==> src/rtl/contador_iteraciones_param.sv <==
// ============================================================================
//  Module   : contador_iteraciones_param
//  Purpose  : Parametrised iteration counter sequencing multi-cycle shift/add
//             algorithms; counts down to 0 or up to a latched limit.
//  Revision : 1.0 - initial release
// ============================================================================
`default_nettype none

module contador_iteraciones_param #(
   parameter int ANCHO         = 5,
   parameter int VALOR_DEFECTO = 16,
   parameter int AUTO_RECARGA  = 0
) (
   input  logic             reloj,
   input  logic             reset_n,
   input  logic             carga,
   input  logic             usar_valor,
   input  logic [ANCHO-1:0] valor_carga,
   input  logic             modo,
   input  logic             habilitar,
   output logic [ANCHO-1:0] cuenta,
   output logic             ocupado,
   output logic             fin_contador,
   output logic             pulso_fin
);

   localparam logic [ANCHO-1:0] C_DEFECTO = ANCHO'(VALOR_DEFECTO);

   typedef enum logic [1:0] {
      REPOSO   = 2'd0,
      CONTANDO = 2'd1,
      FIN      = 2'd2
   } estado_t;

   estado_t          estado_q, estado_d;
   logic [ANCHO-1:0] cuenta_q, cuenta_d;
   logic [ANCHO-1:0] limite_q, limite_d;
   logic             modo_q, modo_d;
   logic             pulso_q, pulso_d;
   logic             ocupado_q, ocupado_d;
   logic             fin_q, fin_d;

   logic [ANCHO-1:0] w_limite_carga;
   logic [ANCHO-1:0] w_terminal;
   logic [ANCHO-1:0] w_siguiente;

   assign w_limite_carga = usar_valor ? valor_carga : C_DEFECTO;
   assign w_terminal     = modo_q ? limite_q : '0;
   assign w_siguiente    = modo_q ? (cuenta_q + 1'b1) : (cuenta_q - 1'b1);

   always_comb begin
      estado_d = estado_q;
      cuenta_d = cuenta_q;
      limite_d = limite_q;
      modo_d   = modo_q;
      pulso_d  = 1'b0;

      if (carga) begin
         limite_d = w_limite_carga;
         modo_d   = modo;
         cuenta_d = modo ? '0 : w_limite_carga;
         // A zero limit is already terminal in either mode.
         if (w_limite_carga == '0) begin
            estado_d = FIN;
            pulso_d  = 1'b1;
         end else begin
            estado_d = CONTANDO;
         end
      end else begin
         case (estado_q)
            CONTANDO: begin
               if (habilitar) begin
                  cuenta_d = w_siguiente;
                  if (w_siguiente == w_terminal) begin
                     estado_d = FIN;
                     pulso_d  = 1'b1;
                  end
               end
            end
            FIN: begin
               // A zero latched limit stays parked so the count cannot wrap.
               if ((AUTO_RECARGA != 0) && (limite_q != '0)) begin
                  cuenta_d = modo_q ? '0 : limite_q;
                  estado_d = CONTANDO;
               end
            end
            default: begin
               estado_d = estado_q;
            end
         endcase
      end

      ocupado_d = (estado_d == CONTANDO);
      fin_d     = (estado_d == FIN);
   end

   always_ff @(negedge reloj or negedge reset_n) begin
      if (!reset_n) begin
         estado_q  <= REPOSO;
         cuenta_q  <= '0;
         limite_q  <= C_DEFECTO;
         modo_q    <= 1'b0;
         pulso_q   <= 1'b0;
         ocupado_q <= 1'b0;
         fin_q     <= 1'b0;
      end else begin
         estado_q  <= estado_d;
         cuenta_q  <= cuenta_d;
         limite_q  <= limite_d;
         modo_q    <= modo_d;
         pulso_q   <= pulso_d;
         ocupado_q <= ocupado_d;
         fin_q     <= fin_d;
      end
   end

   assign cuenta       = cuenta_q;
   assign ocupado      = ocupado_q;
   assign fin_contador = fin_q;
   assign pulso_fin    = pulso_q;

endmodule

`default_nettype wire

==> config.mk <==
export PLATFORM = sky130hd
export DESIGN_NAME = contador_iteraciones_param
export DESIGN_NICKNAME = d
export VERILOG_FILES = /design/src/rtl/contador_iteraciones_param.sv
export SDC_FILE = /design/constraint.sdc
export NUM_CORES = 1
export LEC_CHECK = 0
export CAP_MARGIN = 0
export CORE_MARGIN = 2
export CORE_UTILIZATION = 43
export CTS_BUF_LIST = sky130_fd_sc_hd__clkbuf_4 sky130_fd_sc_hd__clkbuf_8
export CTS_CLUSTER_DIAMETER = 30
export DETAILED_ROUTE_END_ITERATION = 10
export GPL_TIMING_DRIVEN = 0
export PLACE_DENSITY = 0.68
export SLEW_MARGIN = 15
export SYNTH_ARGS = -nofsm -noshare
export SYNTH_HDL_FRONTEND = slang
export SYNTH_SLANG_ARGS = --single-unit
==> constraint.sdc <==
create_clock -name reloj -period 5.2 [get_ports reloj]
set_clock_uncertainty 0.05 [all_clocks]
set_input_delay 1.04 -clock reloj [delete_from_list [all_inputs] [get_ports reloj]]
set_output_delay 1.04 -clock reloj [all_outputs]
set_load 0.1 [all_outputs]
After elaboration in Yosys (flattened, before gate mapping) --
Index checks and enable logic that the tools add are counted.
Cells by class: $add $sub $neg 2, equality and inequality tests 4, mux-type cells 17, reduce and logical (&&, ||, !) cells 4
Operators by type and width (number):
- 2-to-1 mux 5 bit | 7
- 2-to-1 mux 2 bit | 5
- adder 5 x 1 -> 5 bit (second input constant) | 1
- == test 5 bit | 1
- logical NOT 5 bit | 1
- 2-to-1 mux 1 bit | 5
- subtractor 5 x 1 -> 5 bit (second input constant) | 1
- == test 2 x 1 -> 1 bit (second input constant) | 2
- nonzero test 2 bit | 2
- == test 2 bit (second input constant) | 1
- AND reduction 2 bit | 1
Word-level totals: register bits 16, output and inout port bits 8

Longest topological paths before layout --
Gate-level depths: netlist (run 1).
word-level depth 8, depth in mapped cells 7, gate-level depth less buffers 7

==> results of run 1 <==
metrics by stage:
stage / hold slack, ps / power (mW) / instance area (um2) / setup slack (ps)
3_5_place_dp: 421 / 0.509 / 1160 / -114
2_1_floorplan: 411 / 0.440 / 952 / 495
6_report: 415 / 0.587 / 1180 / 132
5_1_grt: 444 / 0.626 / 1180 / 89.1
3_3_place_gp: 408 / 0.503 / 1160 / -123
4_1_cts: 422 / 0.589 / 1200 / 5.42
layout make-up:
type | count | area share (%)
Inverter | 9 | 2.85
Tap cell | 28 | 2.96
Buffer | 3 | 0.950
Clock inverter | 1 | 0.317
Clock buffer | 4 | 3.06
Multi-Input combinational cell | 71 | 42.3
Sequential cell | 16 | 33.9
Timing Repair Buffer | 17 | 13.6
registers in the layout, indices dropped and copies added (netlist names):
signal,count
cuenta,5
estado_q,2
fin_contador,1
limite_q,5
modo_q,1
ocupado,1
pulso_fin,1
worst max-delay path by stage:
stage	endpoint	cells after the start	from	slack (ps)
4_1_cts	fin_contador	1	fin_contador$_DFF_NN0_	5
3_5_place_dp	cuenta[0]	1	cuenta[0]$_DFFE_NN0P_	-110
2_1_floorplan	cuenta[0]	0	cuenta[0]$_DFFE_NN0P_	490
6_report	cuenta[0]	1	cuenta[0]$_DFFE_NN0P_	130
3_3_place_gp	cuenta[0]	1	cuenta[0]$_DFFE_NN0P_	-120
5_1_grt	cuenta[0]	1	cuenta[0]$_DFFE_NN0P_	90
synth_stat cells (2+ instances only):
library cell	n	area share, %
xor2_1	3	2.8
a21oi_1	6	3.2
nand2b_1	3	2.0
nor2_1	8	3.2
xnor2_1	3	2.8
nand2_1	5	2.0
nand3_1	6	3.2
ha_1	3	3.9
clkbuf_1	3	1.2
dfrtn_1	15	39
inv_1	10	3.9
a31oi_1	2	1.3
a211oi_1	2	1.6
o21ai_0	11	5.8
report_power, final:
| group | internal (mW) | leakage (nW) | total [mW] | switching, mW |
|---|---|---|---|---|
| Combinational | 0.115 | 0.304 | 0.333 | 0.218 |
| Clock | 0.0436 | 0.0263 | 0.0878 | 0.0442 |
| Sequential | 0.148 | 0.196 | 0.166 | 0.0182 |
| Total | 0.307 | 0.526 | 0.587 | 0.280 |
cells in the final DEF, fill, tap and decap left out, types with 5 or more instances in the layout:
cell type / instances
nand2_1: 5
a21oi_1: 6
clkdlybuf4s15_2: 5
inv_1: 10
nor2_1: 8
o21ai_0: 11
clkdlybuf4s50_1: 9
nand3_1: 6
dfrtn_1: 15
kinds of logic (layout without fill, tap and decap cells):
logic type | after synthesis | count (layout)
buffers and inverters | 13 | 34
XOR/XNOR | 7 | 7
AO/OA/AOI/OAI | 30 | 30
adder cells (fa/ha/maj) | 4 | 4
flip-flops | 16 | 16
AND/OR/NAND/NOR | 30 | 30
routing by layer:
| layer | vias up | track usage [%] |
|---|---|---|
| met5 | - | 0 |
| met4 | 0 | 4.05 |
| met3 | 4 | 3.51 |
| met2 | 19 | 29.2 |
| met1 | 380 | 25.4 |
| li1 | 398 | - |
what timing repair did:
action	CTS	global route
setup endpoints to repair	8	3
endpoints found under the hold margin	0	0
resized for setup	21	3
setup buffers	0	0
hold buffers	0	0
==> reports/metrics.cfg, run 1 <==
[outcome]
status=finished clean

[clocking]
clock_sinks=16
clk_pin_slew_ps=70
cts_tree=yes
htree_levels=1
cts_made_buffers=3
cts_root_buffer=clkbuf_4
cts.path.max_buffers=2
clock_latency_ps=340

[floorplan]
die_x_um=51.1
rows=17
coreArea_um2=2150
die-area_um2=2610
io_pins=19
die_h_um=51.1
start_util_pct=44.3

[layout]
multi_input_area_um2=502
antenna_cells=0
drive_above_1_share_pct=13.2
finalNetCount=137
utilization_pct=55.2
fin_cells=149
final-seq-area_um2=402
syn_to_final_growth_pct=24.4
nFillCells=205

[global_route]
grt_pass1_wl_mm=3.58
grt_overflow_total=0
antenna_found_initial=0
grt_max_degree=17
groute.usage.overall_pct=18.2
grt_pass1_vias=766

[worst_setup_path]
critPathMaxFanout=6
cp-start-kind=flip-flop
critical_path_class=flip-flop to output port
cp-end-kind=output port
reg2regPathDepth=7
ff2ff_setup_slack_ps=2810
crit_family=buffers and inverters
worstReg2RegStart=cuenta[0]$_DFFE_NN0P_
rr_endpoint=estado_q[0]$_DFF_NN0_
cp_data_arrival_time_ps=3980
crit_required_ps=4110
crit_buf_inv=1
path_cells=clkdlybuf4s15_2
critical_path.max_stage_delay_ps=580
crit_path_top_delay_cell=clkdlybuf4s15_2

[synth]
synth_top_family_by_area=compound AO/OA/AOI/OAI gates
yosys-mux-area-fraction_pct=0
synth_xor_xnor_area_share_pct=7.88
synth-simple-area-share_pct=17.7
ys_seq_area_share_pct=42.2
synthAdderAreaFrac_pct=6.04
synth_cell_types=34
synth_edf_count=0
synth-compound-area-share_pct=21.0
synth_seq_cells=16
ys.warnings.count=0
synth-main-ff-cell=dfrtn_1
synthCells=100
avgSynthCellArea_um2=9.52
netlist_area_um2=952
synthArstFlopShare_pct=100
synthesis.nets=115

[sta]
setup_viol=0
fin_tns_setup_ps=0
tightest_slew_ps=726
relSlewSlack_pct=51.4
rsz0062_at_grt=no
slew_violations=0
hold_violations=0

[power_and_ir_drop]
leakage_nw=0.526
p_per_area_nw_per_um2=496
vdd_drop_max_mv=0.286

[detailed_routing]
topRoutingLayerUsed=met4
first_pass_iters=4
remaining_drc_errors=0
met1Wirelength_um=964
drt_iter0_markers=21
vias=801
dr_wl_met2_um=917
ant_nets=0
avgViaCountPerCell=5.38
wl_met3_um=71
avgRoutedWirePerCell_um=13.2
wl_mm=1.97

[min_path]
min-delay-start=cuenta[2]$_DFFE_NN0P_
hold_end=cuenta[2]$_DFFE_NN0P_
hold_path.class=flip-flop to flip-flop
hold_depth=2

[placement]
dp_cells=145
place_congestion=0.769
numPortBuffers=17
dp_hpwl_mm=1.48

[flow_run]
cap_violations=0

Note: power is estimated with default switching activity, not from simulation.
==> inputs of run 2 (changes only) <==
==> constraint.sdc (replaced) <==
create_clock -name reloj -period 4.8 [get_ports reloj]
set_clock_uncertainty 0.05 [all_clocks]
set_input_delay 0.96 -clock reloj [delete_from_list [all_inputs] [get_ports reloj]]
set_output_delay 0.96 -clock reloj [all_outputs]
set_load 0.1 [all_outputs]
==> reports/metrics.cfg, run 2 (synthesis results as in run 1) <==
[detailed_routing]
remaining_drc_errors=0  ; unchanged
first_pass_iters=4  ; unchanged
ant_nets=0  ; unchanged
wl_mm=1.98  ; +0.41%
avgViaCountPerCell=5.37  ; -0.12%
avgRoutedWirePerCell_um=13.3  ; +0.41%
drt_iter0_markers=21  ; unchanged
vias=800  ; -0.12%

[floorplan]
die-area_um2=2610  ; unchanged
die_x_um=51.1  ; unchanged
start_util_pct=44.3  ; unchanged
io_pins=19  ; unchanged
coreArea_um2=2150  ; unchanged
die_h_um=51.1  ; unchanged
rows=17  ; unchanged

[placement]
numPortBuffers=17  ; unchanged
placed_cell_area_um2=1160  ; unchanged
dp_hpwl_mm=1.48  ; unchanged
place_congestion=0.769  ; unchanged

[clocking]
clock_sinks=16  ; unchanged
htree_levels=1  ; unchanged
cts_made_buffers=3  ; unchanged
clk_pin_slew_ps=70  ; about the same
cts_tree=yes
clock_latency_ps=340  ; about the same
cts_root_buffer=clkbuf_4
cts.path.max_buffers=2  ; unchanged

[power_and_ir_drop]
vdd_drop_max_mv=0.310  ; +8.3%
comb_power_share_pct=56.8  ; about the same
pwr-share-clk_pct=14.9  ; about the same
sw_frac_of_total_pct=47.7  ; about the same
leakage_nw=0.526  ; about the same
power.internal_mw=0.333  ; +8.5%
p_seq_share_pct=28.2  ; about the same
p_sw_mw=0.304  ; +8.4%
p_per_area_nw_per_um2=532  ; +7.3%
p_total_mw=0.637  ; +8.4%

[min_path]
hold_end=cuenta[2]$_DFFE_NN0P_
hold_path.class=flip-flop to flip-flop
hold_depth=2  ; unchanged
min-delay-start=cuenta[2]$_DFFE_NN0P_

[worst_setup_path]
reg2regPathDepth=7  ; unchanged
crit_path_top_delay_cell=clkdlybuf4s15_2
ff2ff_setup_slack_ps=2410  ; -400 ps
crit_buf_inv=1  ; unchanged
cp_data_arrival_time_ps=3700  ; -280 ps
crit_family=buffers and inverters
critical_path.max_stage_delay_ps=560  ; -20 ps
critical_path_class=flip-flop to output port
cp-start-kind=flip-flop
critPathMaxFanout=3  ; -3
crit_required_ps=3790  ; -320 ps
worstReg2RegStart=cuenta[0]$_DFFE_NN0P_
cp-end-kind=output port
path_cells=clkdlybuf4s15_2
rr_endpoint=estado_q[0]$_DFF_NN0_

[sta]
setup_viol=0  ; unchanged
tightest_slew_ps=730  ; +3.83 ps
hold_violations=0  ; unchanged
fin_tns_setup_ps=0  ; unchanged
slew_violations=0  ; unchanged
rsz0062_at_grt=no
relSlewSlack_pct=51.2  ; -0.26 points

[global_route]
groute.usage.overall_pct=18.2  ; unchanged
antenna_found_initial=0  ; unchanged
grt_pass1_vias=766  ; unchanged
grt_pass1_wl_mm=3.58  ; unchanged
grt_overflow_total=0  ; unchanged
grt_max_degree=17  ; unchanged

[layout]
final_common_cell=dfrtn_1
finalNetCount=137  ; unchanged
drive_above_1_share_pct=13.2  ; unchanged
final_cell_mix=dfrtn_1, o21ai_0, inv_1
fin_area_um2=1200  ; +1.1%
syn_to_final_growth_pct=25.8
antenna_cells=0  ; unchanged

[outcome]
status=finished clean

[flow_run]
cap_violations=0  ; unchanged

-- run 2: layout make-up --
cell class / instances / area, um2
Tap cell: 28 / 35.0
Clock buffer: 4 / 36.3
Fill cell: 201 / 951
Sequential cell: 16 / 402
Inverter: 9 / 33.8
Multi-Input combinational cell: 71 / 502
Buffer: 3 / 11.3
Clock inverter: 1 / 3.75
Timing Repair Buffer: 17 / 174
-- run 2: power groups by stage --
stage	Clock, mW	Sequential (mW)	Combinational [mW]
after floorplan	0.00261	0.300	0.174
after global placement	0.00261	0.181	0.361
after detailed placement	0.00261	0.183	0.366
after CTS	0.0950	0.180	0.364
after global routing	0.105	0.184	0.390
final	0.0952	0.180	0.362
-- run 2: timing repair --
item | CTS | global route
pin swaps | 0 | 0
setup buffers | 0 | 0
hold buffers | 0 | 0
setup endpoints to repair | 8 | 1
resized for setup | 24 | 2
-- run 2: worst max-delay path by stage --
stage	startpoint	to	slack, ps	cells after the start
6_report	cuenta[1]$_DFFE_NN0P_	cuenta[1]	90	1
5_1_grt	cuenta[4]$_DFFE_NN0P_	cuenta[4]	30	1
4_1_cts	cuenta[0]$_DFFE_NN0P_	cuenta[0]	20	1
3_5_place_dp	cuenta[0]$_DFFE_NN0P_	cuenta[0]	-230	1
3_3_place_gp	cuenta[0]$_DFFE_NN0P_	cuenta[0]	-240	1
2_1_floorplan	cuenta[0]$_DFFE_NN0P_	cuenta[0]	370	0
-- run 2: stage by stage --
stage	worst slack [ps]	cells	hold WS [ps]	util [%]
5_1_grt	28.8	149	444	55.7
4_1_cts	24.1	149	422	56.0
6_report	87.8	149	415	55.7
2_1_floorplan	375	100	411	-
3_5_place_dp	-234	145	421	53.9
3_3_place_gp	-243	145	408	53.9
-- run 2: layer usage --
layer / GRT usage [%] / wire length [um] / up-vias
li1: - / - / 398
met1: 25.4 / 970 / 379
met2: 29.2 / 919 / 19
met3: 3.51 / 71 / 4
met4: 4.05 / 17 / 0
met5: 0 / 0 / -
-- run 2: worst register-to-register path, cell delays in order (launching register included) --
cell	delay, ps
dfrtn_1	500
inv_1	110
fa_1	560
nor4bb_1	310
a31oi_1	60
o21ai_0	210
nand4_2	190
o221a_1	240
